==> src/rtl/axi4_lite_cnt_th_master.sv <==
// axi4_lite_cnt_th_master
//   AXI4-Lite master that programs the four 32-bit threshold registers of the
//   counter/LED peripheral. An accepted start latches the thresholds and writes
//   them to base+0x0/0x4/0x8/0xC. It then reads each register back and compares
//   the result against the latched copy. The sequence always runs all eight
//   transactions. The first failing index (bad response or readback mismatch)
//   is reported.
//
// Ports
//   M00_AXI_ACLK / M00_AXI_ARESETN : clock, asynchronous active-low reset
//   i_start                        : 1-cycle request, honoured only in IDLE
//   i_th0..i_th3                   : threshold values, latched on accepted start
//   o_busy                         : sequence in progress (through DONE)
//   o_done                         : 1-cycle pulse at sequence end
//   o_err / o_err_idx              : sticky error flag and first failing index
//   M00_AXI_*                      : AXI4-Lite master interface (AW, W, B, AR, R)

module axi4_lite_cnt_th_master #(
    parameter int unsigned C_M00_AXI_ADDR_WIDTH = 4,
    parameter int unsigned C_M00_AXI_DATA_WIDTH = 32,
    parameter int unsigned C_BASE_ADDR          = 0
) (
    input  logic                                M00_AXI_ACLK,
    input  logic                                M00_AXI_ARESETN,
    input  logic                                i_start,
    input  logic [31:0]                         i_th0,
    input  logic [31:0]                         i_th1,
    input  logic [31:0]                         i_th2,
    input  logic [31:0]                         i_th3,
    output logic                                o_busy,
    output logic                                o_done,
    output logic                                o_err,
    output logic [1:0]                          o_err_idx,
    output logic [C_M00_AXI_ADDR_WIDTH-1:0]     M00_AXI_AWADDR,
    output logic [2:0]                          M00_AXI_AWPROT,
    output logic                                M00_AXI_AWVALID,
    input  logic                                M00_AXI_AWREADY,
    output logic [C_M00_AXI_DATA_WIDTH-1:0]     M00_AXI_WDATA,
    output logic [C_M00_AXI_DATA_WIDTH/8-1:0]   M00_AXI_WSTRB,
    output logic                                M00_AXI_WVALID,
    input  logic                                M00_AXI_WREADY,
    input  logic [1:0]                          M00_AXI_BRESP,
    input  logic                                M00_AXI_BVALID,
    output logic                                M00_AXI_BREADY,
    output logic [C_M00_AXI_ADDR_WIDTH-1:0]     M00_AXI_ARADDR,
    output logic [2:0]                          M00_AXI_ARPROT,
    output logic                                M00_AXI_ARVALID,
    input  logic                                M00_AXI_ARREADY,
    input  logic [C_M00_AXI_DATA_WIDTH-1:0]     M00_AXI_RDATA,
    input  logic [1:0]                          M00_AXI_RRESP,
    input  logic                                M00_AXI_RVALID,
    output logic                                M00_AXI_RREADY
);

    localparam int unsigned AW = C_M00_AXI_ADDR_WIDTH;
    localparam int unsigned DW = C_M00_AXI_DATA_WIDTH;
    localparam logic [AW-1:0] BASE_ADDR = AW'(C_BASE_ADDR);

    typedef enum logic [2:0] {
        ST_IDLE,
        ST_WR_ADDR_DATA,
        ST_WR_RESP,
        ST_RD_ADDR,
        ST_RD_DATA,
        ST_DONE
    } state_t;

    state_t          state_reg;
    logic [1:0]      idx_reg;
    logic [DW-1:0]   th_reg [4];
    logic            aw_done_reg;
    logic            w_done_reg;
    logic            awvalid_reg;
    logic            wvalid_reg;
    logic            bready_reg;
    logic            arvalid_reg;
    logic            rready_reg;
    logic            busy_reg;
    logic            done_reg;
    logic            err_reg;
    logic [1:0]      err_idx_reg;

    logic            aw_hs;
    logic            w_hs;
    logic [AW-1:0]   reg_addr;

    assign aw_hs = awvalid_reg & M00_AXI_AWREADY;
    assign w_hs  = wvalid_reg & M00_AXI_WREADY;

    // idx only changes between transactions, so address and data derived from
    // it stay stable for as long as any VALID is high.
    assign reg_addr = BASE_ADDR + AW'({idx_reg, 2'b00});

    assign M00_AXI_AWADDR  = reg_addr;
    assign M00_AXI_ARADDR  = reg_addr;
    assign M00_AXI_AWPROT  = 3'b000;
    assign M00_AXI_ARPROT  = 3'b000;
    assign M00_AXI_WDATA   = th_reg[idx_reg];
    assign M00_AXI_WSTRB   = '1;
    assign M00_AXI_AWVALID = awvalid_reg;
    assign M00_AXI_WVALID  = wvalid_reg;
    assign M00_AXI_BREADY  = bready_reg;
    assign M00_AXI_ARVALID = arvalid_reg;
    assign M00_AXI_RREADY  = rready_reg;
    assign o_busy          = busy_reg;
    assign o_done          = done_reg;
    assign o_err           = err_reg;
    assign o_err_idx       = err_idx_reg;

    always_ff @(posedge M00_AXI_ACLK or negedge M00_AXI_ARESETN) begin
        if (!M00_AXI_ARESETN) begin
            state_reg   <= ST_IDLE;
            idx_reg     <= 2'd0;
            for (int i = 0; i < 4; i++) th_reg[i] <= '0;
            aw_done_reg <= 1'b0;
            w_done_reg  <= 1'b0;
            awvalid_reg <= 1'b0;
            wvalid_reg  <= 1'b0;
            bready_reg  <= 1'b0;
            arvalid_reg <= 1'b0;
            rready_reg  <= 1'b0;
            busy_reg    <= 1'b0;
            done_reg    <= 1'b0;
            err_reg     <= 1'b0;
            err_idx_reg <= 2'd0;
        end else begin
            case (state_reg)
                ST_IDLE: begin
                    if (i_start) begin
                        th_reg[0]   <= i_th0;
                        th_reg[1]   <= i_th1;
                        th_reg[2]   <= i_th2;
                        th_reg[3]   <= i_th3;
                        idx_reg     <= 2'd0;
                        err_reg     <= 1'b0;
                        err_idx_reg <= 2'd0;
                        busy_reg    <= 1'b1;
                        awvalid_reg <= 1'b1;
                        wvalid_reg  <= 1'b1;
                        state_reg   <= ST_WR_ADDR_DATA;
                    end
                end

                ST_WR_ADDR_DATA: begin
                    // AW and W complete independently; remember which one is
                    // already done so neither channel issues a second beat.
                    if (aw_hs) begin
                        awvalid_reg <= 1'b0;
                        aw_done_reg <= 1'b1;
                    end
                    if (w_hs) begin
                        wvalid_reg <= 1'b0;
                        w_done_reg <= 1'b1;
                    end
                    if ((aw_done_reg || aw_hs) && (w_done_reg || w_hs)) begin
                        aw_done_reg <= 1'b0;
                        w_done_reg  <= 1'b0;
                        bready_reg  <= 1'b1;
                        state_reg   <= ST_WR_RESP;
                    end
                end

                ST_WR_RESP: begin
                    if (M00_AXI_BVALID) begin
                        bready_reg <= 1'b0;
                        if (M00_AXI_BRESP != 2'b00 && !err_reg) begin
                            err_reg     <= 1'b1;
                            err_idx_reg <= idx_reg;
                        end
                        if (idx_reg != 2'd3) begin
                            idx_reg     <= idx_reg + 2'd1;
                            awvalid_reg <= 1'b1;
                            wvalid_reg  <= 1'b1;
                            state_reg   <= ST_WR_ADDR_DATA;
                        end else begin
                            idx_reg     <= 2'd0;
                            arvalid_reg <= 1'b1;
                            state_reg   <= ST_RD_ADDR;
                        end
                    end
                end

                ST_RD_ADDR: begin
                    if (M00_AXI_ARREADY) begin
                        arvalid_reg <= 1'b0;
                        rready_reg  <= 1'b1;
                        state_reg   <= ST_RD_DATA;
                    end
                end

                ST_RD_DATA: begin
                    if (M00_AXI_RVALID) begin
                        rready_reg <= 1'b0;
                        if ((M00_AXI_RRESP != 2'b00 || M00_AXI_RDATA != th_reg[idx_reg])
                            && !err_reg) begin
                            err_reg     <= 1'b1;
                            err_idx_reg <= idx_reg;
                        end
                        if (idx_reg != 2'd3) begin
                            idx_reg     <= idx_reg + 2'd1;
                            arvalid_reg <= 1'b1;
                            state_reg   <= ST_RD_ADDR;
                        end else begin
                            idx_reg   <= 2'd0;
                            done_reg  <= 1'b1;
                            state_reg <= ST_DONE;
                        end
                    end
                end

                ST_DONE: begin
                    done_reg  <= 1'b0;
                    busy_reg  <= 1'b0;
                    state_reg <= ST_IDLE;
                end

                default: state_reg <= ST_IDLE;
            endcase
        end
    end

endmodule

==> config.mk <==
export PLATFORM = sky130hd
export DESIGN_NAME = axi4_lite_cnt_th_master
export DESIGN_NICKNAME = d
export VERILOG_FILES = /design/src/rtl/axi4_lite_cnt_th_master.sv
export SDC_FILE = /design/constraint.sdc
export NUM_CORES = 1
export LEC_CHECK = 0
export ABC_CLOCK_PERIOD_IN_PS = 2740
export CORE_MARGIN = 2
export CORE_UTILIZATION = 25
export CTS_BUF_LIST = sky130_fd_sc_hd__clkbuf_16
export CTS_CLUSTER_SIZE = 40
export DETAILED_ROUTE_END_ITERATION = 12
export GPL_TIMING_DRIVEN = 0
export PLACE_DENSITY_LB_ADDON = 0.2
export SLEW_MARGIN = 25
export SYNTH_ARGS = -nofsm -noshare
export SYNTH_HDL_FRONTEND = slang
export SYNTH_SLANG_ARGS = --single-unit
==> constraint.sdc <==
create_clock -name M00_AXI_ACLK -period 2.74 [get_ports M00_AXI_ACLK]
set_clock_uncertainty 0.1 [all_clocks]
set_input_delay 0.548 -clock M00_AXI_ACLK [delete_from_list [all_inputs] [get_ports M00_AXI_ACLK]]
set_output_delay 0.548 -clock M00_AXI_ACLK [all_outputs]
set_load 0.01 [all_outputs]
## After elaboration in Yosys (flattened, before gate mapping)

Index checks and enable logic that the tools add are counted.

| storage, ports and cells | value |
|---|---|
| register bits | 145 |

| cells by class | value |
|---|---|
| add/sub/neg operators | 1 |
| order comparisons | 1 |
| equality and inequality tests | 20 |
| muxes and demuxes | 52 |
| bitwise operators | 3 |
| reduce and logical (&&, ||, !) cells | 32 |

Operators by type and width:

| operator | count |
|---|---|
| $bmux 32 s2 | 1 |
| $mux 32 | 2 |
| $ne 32x32->1 | 1 |
| $ne 2x2->1 const B | 14 |
| $mux 1 | 23 |
| $mux 2 | 9 |
| $mux 3 | 6 |
| $reduce_bool 2->1 | 8 |
| $pmux 3 s5 | 1 |
| $reduce_and 5->1 | 3 |
| $pmux 1 s3 | 4 |
| $pmux 2 s3 | 2 |
| $reduce_and 6->1 | 2 |
| $reduce_and 3->1 | 3 |
| $reduce_bool 3->1 | 3 |
| $pmux 1 s2 | 4 |
| $reduce_and 2->1 | 4 |
| $eq 3x2->1 const B | 2 |
| $eq 3x3->1 const B | 2 |
| $reduce_and 4->1 | 1 |
| $eq 3x1->1 const B | 1 |
| $ge 3x3->1 const B | 1 |
| $logic_and 1x1->1 | 3 |
| $logic_not 3->1 | 1 |
| other kinds (5) | 8 |

## Longest topological paths before layout

| depth | value |
|---|---|
| depth in word-level cells | 10 |
| mapped depth | 10 |

## Worst setup path after synthesis

No wires, ideal clock.

| timing | value |
|---|---|
| kind | reg-to-reg |
| start point | reg idx_reg[0] |
| end point | reg err_reg (netlist: o_err) |
| library setup time | 143 ps |
| arrival time | 2214 ps |
| data required time | 2497 ps |
| setup slack | 284 ps |
| stages on the path, launching flop included | 10 |
| path buffers | 2 |
| period minus slack after synthesis | 2456 ps |
| cell sequence | dfrtp_1 buf_6 buf_12 mux4_2 xnor2_1 nand4_1 nor4_2 nand4_2 o21ai_1 a21oi_1 |

| on the way | value |
|---|---|
| word-level cells in the longest chain between the ends | 9 |

Ends and longest elaborated chain:

| what | RTL line | text |
|---|---|---|
| start: declaration | 69 | `logic [1:0] idx_reg;` |
| start signal: assignment | 171 | `idx_reg <= idx_reg + 2'd1;` |
| start signal: assignment | 200 | `idx_reg <= idx_reg + 2'd1;` |
| $not 2->3 | - |  |
| $bmux 32 s2 | - |  |
| $mux 32 (2 in a row) | - |  |
| net M00_AXI_WDATA[4] | 38 | `output logic [C_M00_AXI_DATA_WIDTH-1:0] M00_AXI_WDATA,` |
| $ne 32x32->1 | 194 | `if ((M00_AXI_RRESP != 2'b00 \|\| M00_AXI_RDATA != th_reg[idx_reg])` |
| $logic_or 1x1->1 | 194 |  |
| $logic_and 1x1->1 | 195 | `&& !err_reg) begin` |
| $ne 2x2->1 (no source line) | - |  |
| $reduce_and 6->1 (no source line) | - |  |
| end signal: assignment | 135 | `err_reg <= 1'b0;` |
| end signal: assignment | 167 | `err_reg <= 1'b1;` |
| end signal: assignment | 196 | `err_reg <= 1'b1;` |
| end: declaration | 80 | `logic err_reg;` |

The timed path passes the listed nets, and every way through them passes these cells. The select of a mux whose other input is x is not followed.
A chain may end at the register's enable or synchronous reset.

## Worst setup path after layout

| timing | value |
|---|---|
| start point | reg idx_reg[0] |
| end point | reg err_reg (netlist: o_err) |

| on the way | value |
|---|---|
| word-level cells in the longest chain between the ends | 9 |

Ends and longest elaborated chain:

| what | RTL line |
|---|---|
| $not 2->3 (implied by the code) | 194 |
| $bmux 32 s2 | 194 |
| $mux 32 (implied by the code) (2 in a row) | 194 |
| $ne 32x32->1 | 194 |
| $logic_or 1x1->1 | 194 |
| $logic_and 1x1->1 | 195 |
| $ne 2x2->1 (no source line) | - |
| $reduce_and 6->1 (no source line) | - |

Every way passes these cells. The select of a mux whose other input is x is not followed.

==> metrics <==
worst reg2reg endpoint o_err; Pwr Total roughly 12 mW; WL per Instance 20.0 um; Critical R2R Launch idx_reg[0]; final-report setup violation count 3; GRT met3 Usage under 10%; RSZ-0062 raised after global routing yes; Int Pwr 7.81 mW; Longest Clk Path Bufs 2; Synth Flop Type dfrtp_1; max reg flops 128; Hold WS about 0.38 ns; proportion of layout cells with a drive suffix above 1 approximately a fifth; setup ws final -0.0805 ns; vias in the first global route 5497; clk_lat worst skew approximately 0.42 ns; Avg Inst Size Synth roughly 14 sq um; final WL around 23000 um; Die Y approximately 170 um; Worst Hold Launch th_reg[34]; Final nets between 900 and 1k; first-pass GRT wire length between 30000 and 40000 um; netlist area before placement slightly above 0.007 sq mm; Final Hold Vio Count 0; fin. max-slew vios 0; CP Max Fanout 10; failing checks negative setup slack; ys async rst share between 90% and 100%; number of max-cap violations 0; most frequent cells in the layout 184 x clkdlybuf4s50_1, 143 x dfrtp_1, 129 x mux2_1; Hold Path End th_reg[34]; Die W about 170 um; Post-synth EDFFs 0; synthesized flop and latch total between 100 and 150; CP endpoint kind flip-flop; clock root cell clkbuf_16; synth top area cells dfrtp_1 51%, mux2_1 21%, mux4_2 8.6%, xnor2_1 2.6%, mux2i_1 2.3%; pin count of the biggest net entering global routing 86; leading cell type in the layout, fill and taps excluded clkdlybuf4s50_1; Setup TNS Final -0.140 ns; grt met1 use between 10% and 20%; GR met2 Demand/Resource between 20% and 30%; # diodes 0; arrival time worst endpoint around 3.0 ns; Detail Route Antenna Nets 0; total gr overflow 0; clk slew on worst S/H paths ~0.07 ns; Starting Density around a quarter; final core occ 38.9%; Sw Ratio a little over a third; Area Overhead vs Synth 53.1%; Clock H-tree levels 4; Ys Warns 0; Top-Level Pins roughly 230; initial antenna violation count 3; Total GRT Usage 16.0%; I/O Buffers between 200 and 250; Synth top area share 51.3%; vias 5116; P_leak roughly 4.4 nW; hpwl dp between 15000 and 20000 um; Clk pwr share 19.7%; Fmax around 350 MHz; FP Rows 61; Final period util 103%; synthesized instance count roughly 500; total die area between 0.02 and 0.03 sq mm; min cycle time layout 2.82 ns; GRT Max-Usage Layer met2; Combinational Power Share around 50%; First-pass DRT Iterations 4; PwrDens 1130 mW/mm^2; DRC viols 0; TritonCTS Sinks 145; GPL Wtd Cong approximately 0.82; Starting DRT DRC Count approximately 220; switching power around 4.4 mW; status finished with violations; DR vias/cell around 4.4; CTS Buf Count 17; worst hold path depth 1; Yosys top cell by area dfrtp_1; Setup CP Type flip-flop to flip-flop; max_slew headroom between 40% and 50%; TritonCTS clock tree yes; CP required slightly below 3 ns; part of the power in registers 30.8%; reg-to-reg slack, setup -0.08 ns; Seq/Total Area, Yosys 51.3%; core area about 0.028 sq mm; worst slew pin tran 0.782 ns; R2R cell count 9; class of the worst hold path flip-flop to flip-flop; VDD IR max around 550 uV; Startpoint Class flip-flop; unique cell type count in the Yosys netlist 47
critical path, cell delays in order, from the launching register on:
cell	delay, ns
dfrtp_2	0.40
buf_12	0.15
buf_12	0.17
mux4_2	0.58
xnor2_4	0.20
nand4_1	0.29
nor4_4	0.27
nand4_2	0.23
o21ai_1	0.20
a21oi_1	0.08
worst max path at each step:
stage                     from         end  slack, ns  cells after the start
3_3_place_gp   M00_AXI_ARESETN  th_reg[54]      -5.47                      1
6_report            idx_reg[0]       o_err      -0.08                      9
2_1_floorplan       idx_reg[0]       o_err       0.28                      9
4_1_cts             idx_reg[0]       o_err      -0.23                      9
5_1_grt             idx_reg[0]       o_err      -0.22                     10
3_5_place_dp        idx_reg[1]       o_err      -1.24                      8
through the flow:
step | area, sq um | cells | setup slack (ns)
finish | 10800 | 1164 | -0.0805
global placement | 9760 | 1116 | -5.47
floorplan | 7120 | 521 | 0.284
CTS | 10700 | 1160 | -0.225
global route | 10800 | 1164 | -0.224
detailed placement | 9800 | 1117 | -1.24
routing by layer:
layer	part of all wire [%]	vias to the layer above	wire length [um]
li1	-	2376	-
met1	44	2551	10200
met2	47	166	11000
met3	7.8	19	1810
met4	1.2	4	281
met5	0.099	-	23
power by group through the flow:
stage	clock [mW]	sequential, mW	combinational (mW)
final	2.41	3.78	6.07
after global routing	2.58	3.92	6.58
after CTS	2.48	3.77	5.96
after detailed placement	0	3.78	5.75
after global placement	0	3.77	5.71
after floorplan	0	3.61	3.38
layout make-up:
class / instances / area (sq um)
plain buffers: 43 / 378
well taps: 378 / 473
flip-flops and latches: 145 / 3630
repair buffers: 234 / 2320
fillers: 2703 / 17000
clock inverters: 14 / 168
inverters: 5 / 22.5
multi-input cells: 328 / 3410
clock buffers: 17 / 425
repair_timing:
action / CTS / global route
gates cloned: 1 / 0
hold buffers: 1 / 0
pin swaps: 9 / 8
setup endpoints to repair: 71 / 80
endpoints found under the hold margin: 56 / 0
gates resized for setup: 82 / 48
buffers inserted: 10 / 5
cell usage after synthesis (8+ instances only):
cell type,n
a21oi_1,16
buf_4,16
clkbuf_1,19
dfrtp_1,145
mux2_1,129
mux2i_1,16
mux4_2,27
nand2_1,17
nor2_1,9
o21ai_1,8
xnor2_1,21
xor2_1,10
logic make-up (layout without fill, tap and decap cells):
logic type / count (synthesis) / in the layout / share of synthesized area, %
AO/OA/AOI/OAI: 56 / 56 / 5.04
XOR/XNOR: 31 / 31 / 3.84
adder cells (fa/ha/maj): 1 / 1 / 0.177
buffers and inverters: 48 / 313 / 4.09
flip-flops: 145 / 145 / 51.3
multiplexers: 173 / 173 / 31.6
other: 2 / 14 / 0.106
AND/OR/NAND/NOR: 53 / 53 / 3.89
No activity file was read; power rests on OpenSTA's default activity.
